### src/rtl/rca_subtractor_seq_64bit_pkg.sv
// Shared definitions for the sequential 64-bit ripple subtractor: data width, FSM encoding
// and the CHUNK legality rule.
package rca_subtractor_seq_64bit_pkg;

  localparam int unsigned DataW = 64;

  typedef enum logic [1:0] {
    StIdle = 2'd0,
    StRun  = 2'd1,
    StDone = 2'd2
  } state_e;

  // CHUNK must split the word into whole slices.
  function automatic bit chunk_legal(int unsigned chunk);
    return (chunk >= 1) && (chunk <= DataW) && ((DataW % chunk) == 0);
  endfunction

endpackage

### src/rtl/rca_subtractor_seq_64bit_sub_chunk_stage.sv
// Combinational Width-bit ripple-carry adder slice; also exposes the carry into the top bit
// so the caller can derive signed overflow.
module sub_chunk_stage #(
  parameter int unsigned Width = 8
) (
  input  logic [Width-1:0] a_i,
  input  logic [Width-1:0] b_i,
  input  logic             cin_i,
  output logic [Width-1:0] s_o,
  output logic             cout_o,
  output logic             c_msb_in_o
);

  logic [Width:0] carry;

  always_comb begin
    carry    = '0;
    s_o      = '0;
    carry[0] = cin_i;
    for (int i = 0; i < Width; i++) begin
      s_o[i]       = a_i[i] ^ b_i[i] ^ carry[i];
      carry[i + 1] = (a_i[i] & b_i[i]) | (a_i[i] & carry[i]) | (b_i[i] & carry[i]);
    end
  end

  assign cout_o     = carry[Width];
  assign c_msb_in_o = carry[Width-1];

endmodule

### src/rtl/rca_subtractor_seq_64bit.sv
// Multi-cycle 64-bit subtractor (diff = in1 - in2 - b_in) computed CHUNK bits per cycle.
// Optional compare flags (zero/neg/lt_signed) are enabled by defining SUB_COMPARE_FLAGS_EN.
module rca_subtractor_seq_64bit
  import rca_subtractor_seq_64bit_pkg::*;
#(
  parameter int unsigned CHUNK = 8
) (
  input  logic             clk_i,
  input  logic             rst_i,
  input  logic             in_valid_i,
  output logic             in_ready_o,
  input  logic [DataW-1:0] in1_i,
  input  logic [DataW-1:0] in2_i,
  input  logic             b_in_i,
  output logic             out_valid_o,
  input  logic             out_ready_i,
  output logic [DataW-1:0] diff_o,
  output logic             b_out_o,
  output logic             overflow_o
`ifdef SUB_COMPARE_FLAGS_EN
  ,
  output logic             zero_o,
  output logic             neg_o,
  output logic             lt_signed_o
`endif
);

  localparam int unsigned N    = DataW / CHUNK;
  localparam int unsigned CntW = (N > 1) ? $clog2(N) : 1;

  if (!chunk_legal(CHUNK)) begin : g_bad_chunk
    $error("CHUNK must divide 64");
  end

  state_e            state_q, state_d;
  logic [CntW-1:0]   cnt_q, cnt_d;
  logic [DataW-1:0]  a_q, a_d;
  logic [DataW-1:0]  b_q, b_d;
  logic              carry_q, carry_d;
  logic [DataW-1:0]  diff_q, diff_d;
  logic              b_out_q, b_out_d;
  logic              ovf_q, ovf_d;

  logic [CHUNK-1:0]  sum;
  logic              cout;
  logic              c_msb_in;
  logic [DataW-1:0]  diff_shift;
  logic              last;

  sub_chunk_stage #(
    .Width(CHUNK)
  ) u_stage (
    .a_i       (a_q[CHUNK-1:0]),
    .b_i       (b_q[CHUNK-1:0]),
    .cin_i     (carry_q),
    .s_o       (sum),
    .cout_o    (cout),
    .c_msb_in_o(c_msb_in)
  );

  // New slice enters from the MSB side so the LSB slice ends up at the bottom after N steps.
  if (CHUNK == DataW) begin : g_full
    assign diff_shift = sum;
  end else begin : g_part
    assign diff_shift = {sum, diff_q[DataW-1:CHUNK]};
  end

  assign last = (cnt_q == CntW'(N - 1));

  always_comb begin
    state_d = state_q;
    cnt_d   = cnt_q;
    a_d     = a_q;
    b_d     = b_q;
    carry_d = carry_q;
    diff_d  = diff_q;
    b_out_d = b_out_q;
    ovf_d   = ovf_q;
    unique case (state_q)
      StIdle: begin
        if (in_valid_i) begin
          a_d     = in1_i;
          b_d     = ~in2_i;
          carry_d = ~b_in_i;
          cnt_d   = '0;
          state_d = StRun;
        end
      end
      StRun: begin
        a_d     = a_q >> CHUNK;
        b_d     = b_q >> CHUNK;
        carry_d = cout;
        diff_d  = diff_shift;
        if (last) begin
          cnt_d   = '0;
          b_out_d = ~cout;
          ovf_d   = c_msb_in ^ cout;
          state_d = StDone;
        end else begin
          cnt_d = cnt_q + 1'b1;
        end
      end
      StDone: begin
        if (out_ready_i) begin
          state_d = StIdle;
        end
      end
      default: state_d = StIdle;
    endcase
  end

  always_ff @(posedge clk_i) begin
    if (rst_i) begin
      state_q <= StIdle;
      cnt_q   <= '0;
      a_q     <= '0;
      b_q     <= '0;
      carry_q <= 1'b0;
      diff_q  <= '0;
      b_out_q <= 1'b0;
      ovf_q   <= 1'b0;
    end else begin
      state_q <= state_d;
      cnt_q   <= cnt_d;
      a_q     <= a_d;
      b_q     <= b_d;
      carry_q <= carry_d;
      diff_q  <= diff_d;
      b_out_q <= b_out_d;
      ovf_q   <= ovf_d;
    end
  end

`ifdef SUB_COMPARE_FLAGS_EN
  logic zero_q, neg_q, lt_q;

  always_ff @(posedge clk_i) begin
    if (rst_i) begin
      zero_q <= 1'b0;
      neg_q  <= 1'b0;
      lt_q   <= 1'b0;
    end else if (state_q == StRun && last) begin
      zero_q <= (diff_d == '0);
      neg_q  <= diff_d[DataW-1];
      lt_q   <= diff_d[DataW-1] ^ ovf_d;
    end
  end

  assign zero_o      = zero_q;
  assign neg_o       = neg_q;
  assign lt_signed_o = lt_q;
`endif

  assign in_ready_o  = (state_q == StIdle);
  assign out_valid_o = (state_q == StDone);
  assign diff_o      = diff_q;
  assign b_out_o     = b_out_q;
  assign overflow_o  = ovf_q;

endmodule
### config.mk
export PLATFORM = sky130hd
export DESIGN_NAME = rca_subtractor_seq_64bit
export DESIGN_NICKNAME = d
export VERILOG_FILES = /design/src/rtl/rca_subtractor_seq_64bit_pkg.sv /design/src/rtl/rca_subtractor_seq_64bit_sub_chunk_stage.sv /design/src/rtl/rca_subtractor_seq_64bit.sv
export SDC_FILE = /design/constraint.sdc
export NUM_CORES = 1
export LEC_CHECK = 0
export ABC_CLOCK_PERIOD_IN_PS = 4900
export BUFFER_PORTS_ARGS = -buffer_cell sky130_fd_sc_hd__buf_4
export CAP_MARGIN = 20
export CORE_MARGIN = 2
export CORE_UTILIZATION = 53
export DETAILED_ROUTE_END_ITERATION = 10
export PLACE_DENSITY = 0.8
export SYNTH_ARGS = -nofsm -noshare
export SYNTH_HDL_FRONTEND = slang
export SYNTH_SLANG_ARGS = --single-unit
### constraint.sdc
create_clock -name clk_i -period 4.9 [get_ports clk_i]
set_clock_uncertainty 0.2 [all_clocks]
set_input_delay 0.98 -clock clk_i [delete_from_list [all_inputs] [get_ports clk_i]]
set_output_delay 0.98 -clock clk_i [all_outputs]
set_load 0.01 [all_outputs]
======== Word level (Yosys, flattened, before mapping) ========
Cells that the tools add are included.
cells by class
  add/sub/neg operators ................... 1
  eq/ne operators ......................... 6
  muxes and demuxes ....................... 13
  bitwise operators ....................... 60
  reduce and logical (&&, ||, !) cells .... 5
operators with widths
  operator                                              number
  one-hot mux 64 bit (2 select lines)                   2
  two-way mux 64 bit                                    2
  inverter 64 bit                                       1
  AND 1 bit                                             24
  bitwise XOR 1 bit                                     17
  OR 1 bit                                              16
  two-way mux 2 bit                                     3
  two-way mux 3 bit                                     2
  one-hot mux 2 bit (3 select lines)                    1
  one-hot mux 3 bit (2 select lines)                    1
  != test 2 bit (second input constant)                 2
  AND reduction 2 bit                                   2
  adder 3 x 1 -> 3 bit (second input constant)          1
  equality test 3 bit (second input constant)           1
  AND reduction 3 bit                                   1
  equality test 2 x 1 -> 1 bit (second input constant)  1
  equality test 2 bit (second input constant)           1
  zero test 2 bit                                       1
  != test 2 x 1 -> 1 bit (second input constant)        1
  inverter 1 bit                                        2
  one-hot mux 1 bit (2 select lines)                    1
  nonzero test 2 bit                                    1
  two-way mux 1 bit                                     1
word-level totals
  register bits ........................... 200
  input port bits ......................... 133
  output and inout bits ................... 68
  logic and storage cells ................. 93

======== Longest topological paths before layout ========
  depth in word-level cells ............... 25
  mapped depth ............................ 12
  gate-level depth less buffers ........... 12

======== Hierarchy ========
A second synthesis with hierarchy kept.
unflattened totals
  cell total of the unflattened synthesis .. 924
  area total of the unflattened synthesis .. 7973.9 um^2
modules (own cells, without submodules)
  module                    times used  cells each  area each (um^2)  sequential area each (um^2)
  rca_subtractor_seq_64bit  1           906         7776.2            4003.8
  sub_chunk_stage           1           18          197.7             0.0

======== Worst setup path before layout ========
Ideal clock, no wire load.
  path kind ............................... register to register
  start point ............................. register a_q[0]
  end point ............................... register ovf_q, in the netlist overflow_o
  setup time .............................. 91 ps
  data arrival time ....................... 3645 ps
  data required time ...................... 4609 ps
  slack ................................... 964 ps
  stages on the path, launching flop included .. 13
  path buffers ............................ 0
  period minus slack after synthesis ...... 3936 ps
  cells stage by stage .................... dfxtp_1 > inv_1 > fa_1 > inv_1 > fa_1 > fa_1 > fa_1 > fa_1 > fa_1 > fa_1 > fa_1 > xnor2_1 > a311oi_1
between the ends
  word-level cells in the longest chain between the ends .. 25
  elaborated cells between the ends (all ways) .. 33
  classes of those cells .................. 33 x bitwise
RTL lines
  element                   RTL line                                        text
  start: declaration        rca_subtractor_seq_64bit.sv:37                  logic [DataW-1:0] a_q, a_d;
  start signal: assignment  rca_subtractor_seq_64bit.sv:116                 a_q <= '0;
  start signal: assignment  rca_subtractor_seq_64bit.sv:125                 a_q <= a_d;
  AND 1 bit                 rca_subtractor_seq_64bit_sub_chunk_stage.sv:22  carry[i + 1] = (a_i[i] & b_i[i]) | (a_i[i] & carry[i]) | (b_i[i] & carry[i]);
  OR 1 bit * (2 in series)  rca_subtractor_seq_64bit_sub_chunk_stage.sv:22
  AND 1 bit                 rca_subtractor_seq_64bit_sub_chunk_stage.sv:22
  OR 1 bit                  rca_subtractor_seq_64bit_sub_chunk_stage.sv:22
  OR 1 bit *                rca_subtractor_seq_64bit_sub_chunk_stage.sv:22
  AND 1 bit                 rca_subtractor_seq_64bit_sub_chunk_stage.sv:22
  OR 1 bit                  rca_subtractor_seq_64bit_sub_chunk_stage.sv:22
  OR 1 bit *                rca_subtractor_seq_64bit_sub_chunk_stage.sv:22
  [7 not listed]            n/a
  OR 1 bit                  rca_subtractor_seq_64bit_sub_chunk_stage.sv:22
  OR 1 bit *                rca_subtractor_seq_64bit_sub_chunk_stage.sv:22
  AND 1 bit                 rca_subtractor_seq_64bit_sub_chunk_stage.sv:22
  OR 1 bit                  rca_subtractor_seq_64bit_sub_chunk_stage.sv:22
  OR 1 bit *                rca_subtractor_seq_64bit_sub_chunk_stage.sv:22
  AND 1 bit                 rca_subtractor_seq_64bit_sub_chunk_stage.sv:22
  OR 1 bit (2 in series)    rca_subtractor_seq_64bit_sub_chunk_stage.sv:22
  bitwise XOR 1 bit *       rca_subtractor_seq_64bit.sv:97                  ovf_d = c_msb_in ^ cout;
  end signal: assignment    rca_subtractor_seq_64bit.sv:130                 ovf_q <= ovf_d;
  end: declaration          rca_subtractor_seq_64bit.sv:42                  logic ovf_q, ovf_d;
Every way passes the cells marked *; elsewhere a longest branch is shown, timed or not.
A chain may end at the register's enable or synchronous reset.

======== Worst setup path after layout ========
Same ends and word-level chain as after synthesis.

==> metrics.md <==
| Metric | Value |
|---|---|
| DRT antenna net count | 0 |
| Hold_ws | 254 ps |
| Largest area contributor in the netlist | dfxtp_1 |
| Combinational family with the most area after synthesis | simple AND/OR/NAND/NOR gates |
| Post-Synth Adder-Cell Area | 0.0239 |
| Top post-synthesis cells by area | dfxtp_1, nor2_1, nand2_1, nor4_1, a2111oi_0 |
| Final number of setup-violating endpoints | 0 |
| Dpl ws | 823 ps |
| Pre-antenna DRT Iters | 5 |
| Via count | 6,808 |
| Slew @ Worst Pin | 970 ps |
| Flops & latches, synth | 200 |
| Compound-Gate Fraction of Synth Area | 0.146 |
| Fill count | 1,198 |
| Clock Sinks | 200 |
| P&R area growth vs syn | 25.5% |
| Tmin final | 4110 ps |
| Clock root cell | clkbuf_16 |
| Total global routing overflow | 0 |
| Final net count | 1,212 |
| Clock-pin slew of the registers on the worst-case setup and hold paths | 70 ps |
| Crit Path Category | register to register |
| CTS tree | done |
| Ports | 201 |
| Commonest non-fill, non-tap cells in the layout | nor2_1, buf_4, dfxtp_1, nand2_1, a21oi_1 |
| Worst path required time | 5040 ps |
| DRT iter0 DRCs | 420 |
| RSZ-0062 raised after global routing | false |
| Max Clk Rate | 0.243 GHz |
| Commonest non-fill, non-tap cell in the layout | nor2_1 |
| Max-cap viol count | 0 |
| Hold Violations, Final | 0 |
| Status | complete, no violations |
| Post-CTS Setup Inserts | 0 |
| Initial core utilization | 0.538 |
| Die height | 125 µm |
| Post-Synth XOR/XNOR Area | 0.00113 |
| Final setup TNS | 0 ps |
| Pin count of the biggest net entering global routing | 87 |
| Global Route Usage Sum | 0.246 |
| Post-cts sizing count | 0 |
| Slew Viols, Final | 0 |
| Post-Syn Area per Cell | 8.47 µm² |
| Full die area | 15,600 µm² |
| Setup ws final | 791 ps |
| Register area | 4000 µm² |
| CP Capture Type | register |
| CP arrival | 4250 ps |
| Lkg Pwr | 0.00416 µW |
| CTS H-tree lvls | 4 |
| Antenna violations before repair | 0 |
| # hold bufs at CTS | 0 |
| Via/cell ratio | 5.38 |
| CP Launch Type | register |
| DP HPWL | 12,900 µm |
| Layout cell share with drive strength beyond 1 | 0.240 |
| Number of global-route vias before repair | 6,289 |
| DRT Wirelength | 19,300 µm |
| Sequential element share of the synthesized area | 0.516 |
| Post-layout util | 0.676 |
| Clock Tree Buf Depth | 2 |
| Cell Rows | 44 |
| Rel. slew slack | 0.353 |
| Post-route clock period utilization | 0.839 |
| Mapped Area | 7760 µm² |
| Die X | 125 µm |
| Post-synthesis mux area share | 0 |
| Max IR drop VDD | 237 µV |
| Simple-Gate Fraction of Synth Area | 0.253 |
| Hold Crit Class | register to register |
| Clock latency on the worst-skew pair | 420 ps |
| Share of the synthesized area in the top cell type | 0.516 |
| Gpl congestion | 0.797 |
| CORE AREA | 14,400 µm² |
| Num CTS Buffers | 17 |
| Crit path max fanout | 3 |
| Synth warn | 0 |
| Synth Net Count | 1,060 |
| Area of the multi-input gates | 3320 µm² |
| Port bufs | 200 |
| First-pass GRT wire length | 31,300 µm |
| Wire per inst | 15.2 µm |
| Number of library cell types mapped by synthesis | 30 |
| Pwr dens | 375 nW/µm² |
| Mapped Cells | 917 |
| Number of antenna diodes | 0 |
| Drt drc | 0 |
-- path summary, 6_finish.rpt --
kind | startpoint | endpoint | slack [ps] | cells past startpoint
max | a_q[0] | overflow_o | 790 | 12
min | diff_o[7] | diff_o[7] | 250 | 2
max reg2reg | a_q[0] | overflow_o | 790 | 12
min reg2reg | diff_o[7] | diff_o[7] | 250 | 2
-- synth_stat cells (all sizes together) --
cell / instances
a2111oi: 57
a211oi: 1
a21oi: 65
a22o: 11
a22oi: 1
a311oi: 2
buf: 52
clkbuf: 24
dfxtp: 200
fa: 8
ha: 2
inv: 5
nand2: 126
nand2b: 2
nor2: 289
nor2b: 3
nor3b: 1
nor4: 56
o21ai: 1
o21ba: 1
o2bb2ai: 8
or3b: 1
xnor2: 1
-- layout make-up --
| class | instances | area share |
|---|---|---|
| Sequential cell | 200 | 0.411 |
| Clock buffer | 23 | 0.0501 |
| Timing Repair Buffer | 209 | 0.161 |
| Inverter | 5 | 0.00193 |
| Clock inverter | 9 | 0.0118 |
| Tap cell | 184 | 0.0236 |
| Multi-Input combinational cell | 636 | 0.340 |
-- worst max-delay path: stages, from the launching register on --
cell and delay, ps:
dfxtp_1 310, inv_1 80, fa_1 180, inv_1 50, fa_1 380, fa_1 390
fa_1 390, fa_1 390, fa_1 390, fa_1 430, fa_1 440, xnor2_1 160
a311oi_1 240
-- logic make-up (layout without fill, tap and decap cells) --
group | after synthesis | count (layout)
flip-flops | 200 | 200
AND/OR/NAND/NOR | 478 | 478
buffers and inverters | 81 | 246
XOR/XNOR | 1 | 1
adder cells (fa/ha/maj) | 10 | 10
AO/OA/AOI/OAI | 147 | 147
-- metrics by stage --
step / total power (µW) / cell area, µm² / std cells
3_5_place_dp: 2280 / 9140 / 1234
3_3_place_gp: 2270 / 9140 / 1234
5_1_grt: 3830 / 9750 / 1266
4_1_cts: 3680 / 9750 / 1266
6_report: 3650 / 9750 / 1266
2_1_floorplan: 2120 / 7760 / 917
-- state kept, by name, indices dropped and copies added, names as in the netlist --
name        flops
a_q            64
b_out_o         1
b_q            64
carry_q         1
cnt_q           3
diff_o         64
overflow_o      1
state_q         2
-- power breakdown --
part           switching, µW  internal (µW)
combinational            246            191
sequential              71.3           1740
clock                    596            811
total                    914           2740
-- per-layer routing --
metal	global-route usage	part of all wire	vias to the layer above
met5	0	0	-
met4	0.0882	0.019	0
met3	0.0591	0.063	27
met2	0.373	0.46	213
met1	0.344	0.46	3151
li1	-	-	3417
Note: power is estimated with default switching activity, not from simulation.
